<file path="src/rtl/cobra_io_pkg.sv">
// cobra_io_pkg: default parameters shared by the CYBERcobra I/O front-end.
//   SW_W_DEF       switch bank width
//   OUT_W_DEF      core output word width
//   DEB_CYCLES_DEF consecutive identical samples to accept a switch value
//   DEPTH_DEF      output FIFO depth (power of two)
package cobra_io_pkg;
  localparam int SW_W_DEF       = 16;
  localparam int OUT_W_DEF      = 32;
  localparam int DEB_CYCLES_DEF = 4;
  localparam int DEPTH_DEF      = 4;
endpackage

</file>
<file path="src/rtl/cobra_io_fifo.sv">
// cobra_io_fifo: first-word-fall-through FIFO buffering core output words.
// Ports:
//   clk_i, rst_i       clock, synchronous active-high reset
//   wr_data_i/wr_en_i  push side (dropped and flagged in ovf_o when full
//                      unless a pop happens in the same cycle)
//   rd_data_o          head word while valid, otherwise last popped word
//   rd_valid_o         FIFO not empty
//   rd_ready_i         consumer accepts head
//   full_o, ovf_o      full flag, sticky overflow flag
//   count_o            number of words held
module cobra_io_fifo
  import cobra_io_pkg::*;
#(
  parameter int WIDTH = OUT_W_DEF,
  parameter int DEPTH = DEPTH_DEF,
  localparam int PTR_W = $clog2(DEPTH),
  localparam int CNT_W = $clog2(DEPTH + 1)
) (
  input  logic             clk_i,
  input  logic             rst_i,
  input  logic [WIDTH-1:0] wr_data_i,
  input  logic             wr_en_i,
  output logic [WIDTH-1:0] rd_data_o,
  output logic             rd_valid_o,
  input  logic             rd_ready_i,
  output logic             full_o,
  output logic             ovf_o,
  output logic [CNT_W-1:0] count_o
);

  logic [WIDTH-1:0] mem_q [DEPTH];
  logic [WIDTH-1:0] mem_d [DEPTH];
  logic [PTR_W-1:0] wr_ptr_q, wr_ptr_d;
  logic [PTR_W-1:0] rd_ptr_q, rd_ptr_d;
  logic [CNT_W-1:0] count_q, count_d;
  logic [WIDTH-1:0] last_q, last_d;
  logic             ovf_q, ovf_d;
  logic             empty, full, push, pop;

  always_comb begin
    empty = (count_q == '0);
    full  = (count_q == CNT_W'(DEPTH));
    pop   = !empty && rd_ready_i;
    // A pop frees the slot in the same cycle, so a full FIFO still accepts.
    push  = wr_en_i && (!full || pop);

    mem_d    = mem_q;
    wr_ptr_d = wr_ptr_q;
    rd_ptr_d = rd_ptr_q;
    count_d  = count_q;
    last_d   = last_q;
    ovf_d    = ovf_q;

    if (push) begin
      mem_d[wr_ptr_q] = wr_data_i;
      wr_ptr_d        = wr_ptr_q + PTR_W'(1);
    end
    if (pop) begin
      last_d   = mem_q[rd_ptr_q];
      rd_ptr_d = rd_ptr_q + PTR_W'(1);
    end
    case ({push, pop})
      2'b10:   count_d = count_q + CNT_W'(1);
      2'b01:   count_d = count_q - CNT_W'(1);
      default: count_d = count_q;
    endcase
    if (wr_en_i && !push) ovf_d = 1'b1;
  end

  always_ff @(posedge clk_i) begin
    if (rst_i) begin
      for (int i = 0; i < DEPTH; i++) mem_q[i] <= '0;
      wr_ptr_q <= '0;
      rd_ptr_q <= '0;
      count_q  <= '0;
      last_q   <= '0;
      ovf_q    <= 1'b0;
    end else begin
      mem_q    <= mem_d;
      wr_ptr_q <= wr_ptr_d;
      rd_ptr_q <= rd_ptr_d;
      count_q  <= count_d;
      last_q   <= last_d;
      ovf_q    <= ovf_d;
    end
  end

  assign rd_data_o  = empty ? last_q : mem_q[rd_ptr_q];
  assign rd_valid_o = !empty;
  assign full_o     = full;
  assign ovf_o      = ovf_q;
  assign count_o    = count_q;

endmodule

</file>
<file path="src/rtl/cobra_io_unit.sv">
// cobra_io_unit: I/O front-end between the CYBERcobra core and the board.
// Input path: switch bank (optionally synchronised) debounced as a whole,
// presented on core_sw_o with a one-cycle sw_changed_o pulse on update.
// Output path: core output writes are queued in cobra_io_fifo and drained
// with out_valid_o/out_ready_i.
// Ports:
//   clk_i, rst_i                 clock, synchronous active-high reset
//   sw_i                         raw switches
//   core_sw_o, sw_changed_o      debounced value and update pulse
//   core_out_i, core_out_we_i    core output word and push strobe
//   out_o, out_valid_o, out_ready_i  FIFO head handshake
//   full_o, ovf_o, count_o       FIFO status
// Build option: define COBRA_IO_SYNC2_EN to insert a two-flop synchroniser
// in front of the debouncer (adds two cycles of switch latency).
module cobra_io_unit
  import cobra_io_pkg::*;
#(
  parameter int SW_W       = SW_W_DEF,
  parameter int OUT_W      = OUT_W_DEF,
  parameter int DEB_CYCLES = DEB_CYCLES_DEF,
  parameter int DEPTH      = DEPTH_DEF
) (
  input  logic                       clk_i,
  input  logic                       rst_i,
  input  logic [SW_W-1:0]            sw_i,
  output logic [SW_W-1:0]            core_sw_o,
  output logic                       sw_changed_o,
  input  logic [OUT_W-1:0]           core_out_i,
  input  logic                       core_out_we_i,
  output logic                       full_o,
  output logic                       ovf_o,
  output logic [OUT_W-1:0]           out_o,
  output logic                       out_valid_o,
  input  logic                       out_ready_i,
  output logic [$clog2(DEPTH+1)-1:0] count_o
);

  localparam int DEB_W = $clog2(DEB_CYCLES);
  localparam logic [DEB_W-1:0] DEB_MAX = DEB_W'(DEB_CYCLES - 1);

  logic [SW_W-1:0]  sw_s;
  logic [SW_W-1:0]  sample_q, sample_d;
  logic [DEB_W-1:0] deb_cnt_q, deb_cnt_d;
  logic [SW_W-1:0]  core_sw_q, core_sw_d;
  logic             sw_changed_q, sw_changed_d;

`ifdef COBRA_IO_SYNC2_EN
  logic [SW_W-1:0] sync1_q, sync1_d;
  logic [SW_W-1:0] sync2_q, sync2_d;

  always_comb begin
    sync1_d = sw_i;
    sync2_d = sync1_q;
  end

  always_ff @(posedge clk_i) begin
    if (rst_i) begin
      sync1_q <= '0;
      sync2_q <= '0;
    end else begin
      sync1_q <= sync1_d;
      sync2_q <= sync2_d;
    end
  end

  assign sw_s = sync2_q;
`else
  assign sw_s = sw_i;
`endif

  // Any bit differing from the held sample restarts the stability count;
  // the value is committed only once the count has saturated.
  always_comb begin
    sample_d     = sample_q;
    deb_cnt_d    = deb_cnt_q;
    core_sw_d    = core_sw_q;
    sw_changed_d = 1'b0;
    if (sw_s != sample_q) begin
      sample_d  = sw_s;
      deb_cnt_d = '0;
    end else begin
      if (deb_cnt_q != DEB_MAX) deb_cnt_d = deb_cnt_q + DEB_W'(1);
      if ((deb_cnt_q == DEB_MAX) && (sample_q != core_sw_q)) begin
        core_sw_d    = sample_q;
        sw_changed_d = 1'b1;
      end
    end
  end

  always_ff @(posedge clk_i) begin
    if (rst_i) begin
      sample_q     <= '0;
      deb_cnt_q    <= '0;
      core_sw_q    <= '0;
      sw_changed_q <= 1'b0;
    end else begin
      sample_q     <= sample_d;
      deb_cnt_q    <= deb_cnt_d;
      core_sw_q    <= core_sw_d;
      sw_changed_q <= sw_changed_d;
    end
  end

  assign core_sw_o    = core_sw_q;
  assign sw_changed_o = sw_changed_q;

  cobra_io_fifo #(
    .WIDTH (OUT_W),
    .DEPTH (DEPTH)
  ) u_fifo (
    .clk_i      (clk_i),
    .rst_i      (rst_i),
    .wr_data_i  (core_out_i),
    .wr_en_i    (core_out_we_i),
    .rd_data_o  (out_o),
    .rd_valid_o (out_valid_o),
    .rd_ready_i (out_ready_i),
    .full_o     (full_o),
    .ovf_o      (ovf_o),
    .count_o    (count_o)
  );

endmodule
</file>
<file path="config.mk">
export PLATFORM = sky130hd
export DESIGN_NAME = cobra_io_unit
export DESIGN_NICKNAME = d
export VERILOG_FILES = /design/src/rtl/cobra_io_pkg.sv /design/src/rtl/cobra_io_fifo.sv /design/src/rtl/cobra_io_unit.sv
export SDC_FILE = /design/constraint.sdc
export NUM_CORES = 1
export LEC_CHECK = 0
export CAP_MARGIN = 20
export CELL_PAD_IN_SITES_DETAIL_PLACEMENT = 0
export CELL_PAD_IN_SITES_GLOBAL_PLACEMENT = 1
export CORE_MARGIN = 10
export CORE_UTILIZATION = 35
export CTS_CLUSTER_DIAMETER = 150
export DETAILED_ROUTE_END_ITERATION = 8
export PLACE_DENSITY = 0.66
export SKIP_CTS_REPAIR_TIMING = 1
export SYNTH_ARGS = -nofsm -noshare
export SYNTH_HDL_FRONTEND = slang
export SYNTH_SLANG_ARGS = --single-unit
</file>
<file path="constraint.sdc">
create_clock -name clk_i -period 3 [get_ports clk_i]
set_input_delay 0.3 -clock clk_i [delete_from_list [all_inputs] [get_ports clk_i]]
set_output_delay 0.3 -clock clk_i [all_outputs]
set_load 0.02 [all_outputs]
</file>
Word-level counts from Yosys, hierarchy flattened
Cells that the tools add are included.
{"block": "totals", "output_inout_bits": 55, "in_bits": 52, "regBits": 203}
{"block": "op_classes", "addsub": 5, "eq_ne": 7, "muxes": 9, "n_reduce_logical": 13, "order_cmp": 3, "bitwise": 3}
{"op": "$bwmux W128", "n": 1}
{"op": "$mux W32", "n": 4}
{"op": "$bmux W32 S2", "n": 1}
{"op": "$demux W32 S2", "n": 1}
{"op": "$ne A16 B16 Y1", "n": 2}
{"op": "$add A2 B1 Y2 const B", "n": 3}
{"op": "$ge A3 B3 Y1 const B", "n": 2}
{"op": "$not A2 Y3", "n": 2}
{"op": "$pmux W3 S2", "n": 1}
{"op": "$logic_and A1 B1 Y1", "n": 5}
{"op": "$eq A2 B2 Y1 const B", "n": 2}
{"op": "$add A3 B1 Y3 const B", "n": 1}
{"op": "$eq A3 B3 Y1 const B", "n": 1}
{"op": "$logic_not A1 Y1", "n": 3}
{"op": "$logic_not A3 Y1", "n": 1}
{"op": "$lt A3 B1 Y1 const B", "n": 1}
{"op": "$sub A3 B1 Y3 const B", "n": 1}
{"op": "$eq A2 B1 Y1 const B", "n": 1}
{"op": "$ne A2 B2 Y1 const B", "n": 1}
{"op": "$reduce_and A2 Y1", "n": 1}
{"op": "$reduce_bool A2 Y1", "n": 1}
{"op": "$reduce_or A2 Y1", "n": 1}
{"op": "$logic_or A1 B1 Y1", "n": 1}
{"op": "$mux W1", "n": 1}
{"op": "$not A1 Y1", "n": 1}

Logic depth before layout (Yosys ltp)
Gate-level depths: netlist of run 1.
{"block": "logic_depth", "word_depth": 7, "ltp_mapped": 11}

Modules after synthesis
A second synthesis of run 1 with hierarchy kept.
{"block": "hier_totals", "hier_cells": 954, "hier_area_um2": 9063.7}
{"mod": "cobra_io_fifo", "cells_each": 791, "area_each_um2": 7373.3, "seq_area_each_um2": 3363.2, "n_inst": 1}
{"mod": "cobra_io_unit", "cells_each": 163, "area_each_um2": 1690.4, "seq_area_each_um2": 700.7, "n_inst": 1}

Worst setup path before layout of run 1
No wires, ideal clock.
{"block": "synth_timing", "path_kind": "flip-flop to flip-flop", "from": "register u_fifo.count_q[0] (netlist: u_fifo.count_o[0])", "to": "register u_fifo.count_q[2] (netlist: u_fifo.count_o[2])", "setup_slack_ns": 0.568, "required_time_ns": 2.930, "period_less_slack_ns": 2.432, "setup_time_ns": 0.070, "arrival_ns": 2.362, "path_stages_with_launch": 12, "n_path_buf": 2, "path_cell_list": "dfxtp_1 > or3_1 > buf_2 > nand2_2 > clkinv_1 > buf_2 > ha_1 > inv_1 > fa_1 > xor2_1 > or3_1 > a21oi_1"}
{"block": "synth_between", "elab_chain_len": 7, "word_cells_on_any_way": 13, "cone_classes": "add/sub: 2; eq/ne: 3; mux: 1; reduce/logical: 7"}
{"item": "start: declaration", "line": "cobra_io_fifo.sv:35", "rtl": "logic [CNT_W-1:0] count_q, count_d;"}
{"item": "start signal: assignment", "line": "cobra_io_fifo.sv:82", "rtl": "count_q <= count_d;"}
{"item": "$logic_not A3 Y1 *", "line": "cobra_io_fifo.sv:41", "rtl": "empty = (count_q == '0);"}
{"item": "$logic_not A1 Y1 *", "line": "cobra_io_fifo.sv:43", "rtl": "pop = !empty && rd_ready_i;"}
{"item": "$logic_and A1 B1 Y1 *", "line": "cobra_io_fifo.sv:43"}
{"item": "net u_fifo.pop", "line": "cobra_io_fifo.sv:38", "rtl": "logic empty, full, push, pop;"}
{"item": "$logic_or A1 B1 Y1", "line": "cobra_io_fifo.sv:45", "rtl": "push = wr_en_i && (!full || pop);"}
{"item": "$logic_and A1 B1 Y1", "line": "cobra_io_fifo.sv:45"}
{"item": "$eq A2 B1 Y1 or $eq A2 B2 Y1 (tied branches)", "line": "cobra_io_fifo.sv:62", "rtl": "case ({push, pop})"}
{"item": "$pmux W3 S2 or $reduce_bool A2 Y1 (tied branches)"}
Mark *: on every way through the listed nets, which the timed path passes. The rest lies on a longest branch.
A chain may end at the register's enable or synchronous reset.

Worst setup path after layout of run 1
{"block": "layout_timing", "from": "register u_fifo.rd_ptr_q[0]", "to": "output out_o[12]"}
{"block": "layout_between", "elab_chain_len": 5}
{"item": "start: declaration", "line": "cobra_io_fifo.sv:34", "rtl": "logic [PTR_W-1:0] rd_ptr_q, rd_ptr_d;"}
{"item": "start signal: assignment", "line": "cobra_io_fifo.sv:81", "rtl": "rd_ptr_q <= rd_ptr_d;"}
{"item": "$not A2 Y3 (not written as such)", "line": "cobra_io_fifo.sv:88", "rtl": "assign rd_data_o = empty ? last_q : mem_q[rd_ptr_q];"}
{"item": "$bmux W32 S2", "line": "cobra_io_fifo.sv:88"}
{"item": "$mux W32 (not written as such) (2 in series)", "line": "cobra_io_fifo.sv:88"}
{"item": "$mux W32", "line": "cobra_io_fifo.sv:88"}
{"item": "end: declaration", "line": "cobra_io_unit.sv:32", "rtl": "output logic [OUT_W-1:0] out_o,"}
No other way between the ends. The select of a mux whose other input is x is not followed.

==> metrics.md, run 1 <==
| Metric | Value |
|---|---|
| Synth Area in Simple Gates | 0.1996 |
| Max cap viols | 0 |
| Final WL | 23,920 um |
| Clock latency on the worst-skew pair | 0.52 ns |
| NumNets Final | 1,125 |
| Longest Clk Path Bufs | 3 |
| Top FF cell, synth | dfxtp_1 |
| CTS buffer count | 24 |
| H-tree Lvls | 1 |
| Yosys cell types | 33 |
| Warnings, synthesis | 0 |
| Rel. slew slack | 0.4620 |
| Post-Synth Adder-Cell Area | 0.01098 |
| TritonCTS clock tree | yes |
| CP Class | reg -> out |
| Via count | 6,797 |
| Peak Freq | 348.9 MHz |
| CP Max Fanout | 12 |
| Worst reg2reg path depth | 10 |
| Core footprint | 0.02432 sq mm |
| Die height | 177.3 um |
| Setup TNS Final | 0 ns |
| Synth top area share | 0.4694 |
| Result of the run | completed |
| Vias/cell | 4.827 |
| Post-Syn Area | 0.008657 sq mm |
| # DRC | 0 |
| Power per cell area | 734.0 mW/mm^2 |
| WHS Path Cells | 2 |
| Rows | 57 |
| Sequential share of power | 0.372 |
| Hold_ws | 0.2892 ns |
| Slew Viols, Final | 0 |
| Setup Skew | 0.01741 ns |
| Worst Path Required | 2.70 ns |
| Synth async-reset ratio | 0 |
| Per-cell routed wire length | 16.99 um |
| CP Data Arrival Time | 2.57 ns |
| # IOs | 107 |
| Commonest non-fill, non-tap cell in the layout | nand2_1 |
| Post-synth EDFFs | 0 |
| Largest family of logic cells by synthesized area | simple AND/OR/NAND/NOR gates |
| # setup viols final | 0 |
| Post-synthesis mux area share | 0.1445 |
| Comb pwr share | 0.250 |
| Fin crit period | 2.866 ns |
| First-pass GRT wire length | 38,480 um |
| Worst-path clk slew | 0.06 ns |
| FILL cells | 2,387 |
| Yosys top cell by area | dfxtp_1 |
| Switching power | 0.002394 W |
| Unrepaired setup endpoints after global routing | false |
| Sw Share | 0.2995 |
| Clk sink count | 203 |
| Flops & latches, synth | 203 |
| ANT nets after route | 0 |
| Clock power share | 0.378 |
| Pre-antenna DRT Iters | 4 |
| Startpoint Class | register |
| Compound-Gate Fraction of Synth Area | 0.09539 |
| DRT iter0 DRCs | 438 |
| RePlAce Congestion | 0.7384 |
| Detailed placer's ending HPWL | 15,010 um |
| Worst slew pin tran | 0.8071 ns |
| Initial Util | 0.3560 |
| Setup crit end kind | primary output |
| Overflow left after global routing | 0 |
| Register area share after synthesis | 0.4694 |
| Root buf cell | clkbuf_16 |
| Leak | 3.684 nW |
| Vias in the first global route | 6,944 |
| P_int | 0.005600 W |
| Final Hold Viols | 0 |
| Count of buffers from port buffering | 106 |
| Syn nets | 1,040 |
| Largest net degree at the start of global routing | 113 |
| Total Routing Usage GR | 0.1508 |
| Die area | 0.03142 sq mm |
| Syn-to-layout area delta | 25.81% |
| Top cells by area, synth | dfxtp_1, nand2_1, a21oi_1 |
| Most frequent cells in the layout | nand2_1, dfxtp_1, a21oi_1 |
| Die Width | 177.3 um |
| VDD IR-drop max | 0.0003703 V |
| Final period util | 0.9553 |
| XOR/XNOR Fraction of Synth Area | 0.03844 |
| Layout cells sized above 1 | 0.1256 |
| Hold Path Class | in -> reg |
| Post-Syn Instances | 981 |
| Initial antenna violation count | 2 |
| Avg Cell Area, Syn | 8.825 sq um |
## per-layer routing
metal | vias to the layer above | global-route usage | wire, um
li1 | 3426 | - | -
met1 | 3188 | 0.1973 | 10940
met2 | 148 | 0.2506 | 11190
met3 | 33 | 0.03243 | 1389
met4 | 2 | 0.03126 | 393
met5 | - | 0 | 10
## area by class of cell
class	instances	area, sq um	area share
tap	324	405.4	0.03722
timing repair buffer	132	1333	0.1223
inverter	7	26.28	0.002412
clock buffer	33	684.4	0.06284
antenna	1	2.502	0.0002298
clock inverter	10	140.1	0.01287
sequential	203	4066	0.3733
multi-input combinational	698	4234	0.3887
## cell usage after synthesis (all sizes together) (2+ instances only)
cell and number:
mux2i 17, or3 2, clkbuf 40, xnor2 34
ha 6, nor4 2, buf 33, inv 6
xor2 4, nand2 328, and2 4, dfxtp 203
mux2 32, nand4 8, nand2b 30, or2b 3
a21oi 164, nor2b 17, mux4 32, nor2 9
## path summary, 6_finish.rpt
path / startpoint / to / slack, ns
setup / recovery: u_fifo.rd_ptr_q[0] / out_o[12] / 0.13
setup reg to reg: u_fifo.count_o[0] / u_fifo.count_o[2] / 0.69
hold reg to reg: u_fifo.last_q[17] / u_fifo.last_q[17] / 0.45
hold / removal: rst_i / sample_q[15] / 0.29
## critical path, cell delays in order (launching register included)
cell             delay [ns]
dfxtp_2                0.34
buf_4                  0.28
mux4_2                 0.56
mux2_2                 0.28
clkdlybuf4s50_1        0.59
## power by group through the flow
stage | Clock (W) | Sequential (W) | Combinational, W
5_1_grt | 0.00319 | 0.00300 | 0.00220
6_report | 0.00302 | 0.00297 | 0.00200
3_5_place_dp | 0 | 0.00303 | 0.00205
3_3_place_gp | 0 | 0.00303 | 0.00206
2_1_floorplan | 0 | 0.00301 | 0.00129
4_1_cts | 0.00310 | 0.00298 | 0.00206
## stage by stage
stage          cell area [sq um]  setup WS [ns]    util  cells  power, W
6_report                   10890         0.1342  0.4479   1408  0.007994
3_3_place_gp               10060         0.5423  0.4138   1364  0.005087
2_1_floorplan               8657         0.5676       -    981  0.004301
4_1_cts                    10890        0.05286  0.4477   1407  0.008133
3_5_place_dp               10060         0.4621  0.4138   1364  0.005085
5_1_grt                    10890        0.03333  0.4478   1407  0.008386
## logic make-up after synthesis
| group | after synthesis |
|---|---|
| simple gates | 407 |
| flops | 203 |
| compound gates | 165 |
| mux | 81 |
| buf+inv | 80 |
| xor+xnor | 38 |
| fa+ha+maj | 7 |
## registers in the layout, summed over array words and instances (netlist names)
name / flops
u_fifo.last_q: 32
u_fifo.wr_ptr_q: 2
u_fifo.count_o: 3
deb_cnt_q: 2
sw_changed_o: 1
u_fifo.rd_ptr_q: 2
core_sw_o: 16
u_fifo.ovf_o: 1
u_fifo.mem_q: 128
sample_q: 16
Power figures use the tool's default switching activity.
==> inputs of run 2 (changes only) <==
Settings changed: CORE_UTILIZATION 35 to 42, GPL_ROUTABILITY_DRIVEN set to 0, MAX_ROUTING_LAYER set to met4, PLACE_DENSITY 0.66 to 0.77.
==> metrics.md, run 2 (same netlist as run 1, synthesis figures left out) <==
| Metric | Value |
|---|---|
| Result of the run | completed (unchanged) |
| Commonest non-fill, non-tap cell in the layout | nand2_1 (unchanged) |
| Worst-path clk slew | 0.06 ns (about the same) |
| Unrepaired setup endpoints after global routing | false (unchanged) |
| Pre-antenna DRT Iters | 5 (was 4) |
| Core footprint | 0.02023 sq mm (was 0.02432 sq mm) |
| Detailed placer's ending HPWL | 14,620 um (was 15,010 um) |
| Clock power share | 0.349 (was 0.378) |
| Via count | 6,770 (was 6,797) |
| Power per cell area | 717.2 mW/mm^2 (was 734.0 mW/mm^2) |
| Die area | 0.02676 sq mm (was 0.03142 sq mm) |
| Setup TNS Final | 0 ns (unchanged) |
| # DRC | 0 (unchanged) |
| Top reg by flops | u_fifo.mem_q (unchanged) |
| VDD IR-drop max | 0.0005202 V (was 0.0003703 V) |
| # setup viols final | 0 (unchanged) |
| DRT iter0 DRCs | 471 (was 438) |
| Per-cell routed wire length | 17.00 um (was 16.99 um) |
| Post-layout util | 0.5296 (was 0.4479) |
| TritonCTS clock tree | yes (unchanged) |
| Worst r2r src | u_fifo.count_o[2] (was u_fifo.count_o[0]) |
| Die height | 163.6 um (was 177.3 um) |
| Clock latency on the worst-skew pair | 0.50 ns (was 0.52 ns) |
| Hold Path Class | in -> reg (unchanged) |
| P_int | 0.005368 W (was 0.005600 W) |
| CP Max Fanout | 19 (was 12) |
| CTS buffer count | 23 (was 24) |
| Peak Freq | 347.2 MHz (was 348.9 MHz) |
| Max cap viols | 0 (unchanged) |
| Multi-input combinational cell area | 0.004234 sq mm (unchanged) |
| Sequential share of power | 0.389 (was 0.372) |
| Largest net degree at the start of global routing | 112 (was 113) |
| Final WL | 22,980 um (was 23,920 um) |
| Vias/cell | 5.007 (was 4.827) |
| Worst slew pin tran | 0.7936 ns (was 0.8071 ns) |
| Final period util | 0.9600 (was 0.9553) |
| Vias in the first global route | 6,682 (was 6,944) |
| Worst setup startpoint | u_fifo.rd_ptr_q[0] (unchanged) |
| Initial Util | 0.4278 (was 0.3560) |
| # IOs | 107 (unchanged) |
| First-pass GRT wire length | 36,390 um (was 38,480 um) |
| Syn-to-layout area delta | 23.79% (was 25.81%) |
| Comb pwr share | 0.262 (was 0.250) |
| N_diodes | 0 (was 1) |
| Startpoint Class | register (unchanged) |
| Total Routing Usage GR | 0.1710 (was 0.1508) |
| Rel. slew slack | 0.4710 (was 0.4620) |
| FILL cells | 1,926 (was 2,387) |
| Largest registers | u_fifo.mem_q (128), u_fifo.last_q (32) (unchanged) |
| Final Hold Viols | 0 (unchanged) |
| HP Start | rst_i (unchanged) |
| Fin crit period | 2.880 ns (was 2.866 ns) |
| ANT nets after route | 0 (unchanged) |
| Switching power | 0.002318 W (was 0.002394 W) |
| Sw Share | 0.3016 (was 0.2995) |
| Slew Viols, Final | 0 (unchanged) |
| Most frequent cells in the layout | nand2_1, dfxtp_1, a21oi_1 (unchanged) |
| Clk sink count | 203 (unchanged) |
| Initial antenna violation count | 0 (was 2) |
| CP Class | reg -> out (unchanged) |
| NumNets Final | 1,127 (was 1,125) |
| Overall Power | 0.007686 W (was 0.007994 W) |
| Die Width | 163.6 um (was 177.3 um) |
| Area taken by flip-flops and latches | 0.004068 sq mm (was 0.004066 sq mm) |
| Root buf cell | clkbuf_16 (unchanged) |
| Max reg flops | 128 (unchanged) |
| Setup crit end kind | primary output (unchanged) |
| CP Data Arrival Time | 2.58 ns (was 2.57 ns) |
| Setup Skew | 0.01077 ns (was 0.01741 ns) |
| Overflow left after global routing | 0 (unchanged) |
| Worst Path Required | 2.70 ns (about the same) |
| Leak | 3.635 nW (was 3.684 nW) |
| H-tree Lvls | 1 (unchanged) |
| Count of buffers from port buffering | 106 (unchanged) |
| Layout cells sized above 1 | 0.1220 (was 0.1256) |
| Rows | 52 (was 57) |
| Longest Clk Path Bufs | 3 (unchanged) |
-- run 2: cell count changes in the layout (fill, tap and decap cells not counted), sizes merged --
cell | before | now
buf | 27 | 30
bufinv | 3 | 1
diode | 1 | 0
clkinv | 7 | 4
clkbuf | 33 | 34
-- run 2: path summary, 6_finish.rpt --
| path | end | slack, ns | cells past startpoint |
|---|---|---|---|
| max | out_o[14] | 0.12 | 4 |
| min | sample_q[15] | 0.31 | 2 |
| max reg2reg | u_fifo.count_o[2] | 0.66 | 10 |
| min reg2reg | u_fifo.mem_q[5] | 0.45 | 2 |
-- run 2: layout make-up --
| cell class | count | share of cell area |
|---|---|---|
| sequential | 203 | 0.3796 |
| tap | 270 | 0.03152 |
| inverter | 7 | 0.002452 |
| multi-input combinational | 698 | 0.3951 |
| clock inverter | 5 | 0.005020 |
| timing repair buffer | 135 | 0.1241 |
| clock buffer | 34 | 0.06223 |
-- run 2: power groups by stage --
| stage | clock [W] | combinational, W | sequential, W |
|---|---|---|---|
| floorplan | 0 | 0.00129 | 0.00301 |
| global placement | 0 | 0.00204 | 0.00304 |
| detailed placement | 0 | 0.00205 | 0.00305 |
| CTS | 0.00275 | 0.00206 | 0.00299 |
| global route | 0.00284 | 0.00218 | 0.00301 |
| finish | 0.00268 | 0.00201 | 0.00299 |
-- run 2: worst max-delay path: stages, from the launching register on --
cell             delay [ns]
dfxtp_4                0.44
buf_12                 0.24
mux4_2                 0.55
mux2_2                 0.29
clkdlybuf4s50_1        0.56
-- run 2: metal layers --
metal / routed length [um] / up-vias / part of all wire / GRT usage
met2: 11320 / 140 / 0.49 / 0.2938
met3: 1008 / 23 / 0.044 / 0.02567
met4: 329 / 0 / 0.014 / 0.03412
li1: - / 3423 / - / -
met1: 10320 / 3184 / 0.45 / 0.2095
met5: 0 / - / 0 / -
-- run 2: stage by stage --
stage,setup slack [ns],std cells,cell area (sq um),hold WS (ns)
2_1_floorplan,0.5676,981,8657,0.4282
4_1_cts,-0.004006,1352,10710,0.3290
5_1_grt,0.02966,1352,10720,0.3605
6_report,0.1201,1352,10720,0.3056
3_3_place_gp,0.5096,1313,9993,0.4390
3_5_place_dp,0.4506,1313,9993,0.4431
==> inputs of run 3 (changes only) <==
Settings changed: ABC_CLOCK_PERIOD_IN_PS set to 3000.
==> results of run 3 <==
Same layout as run 2: the final DEF is identical, and so are final timing and power.
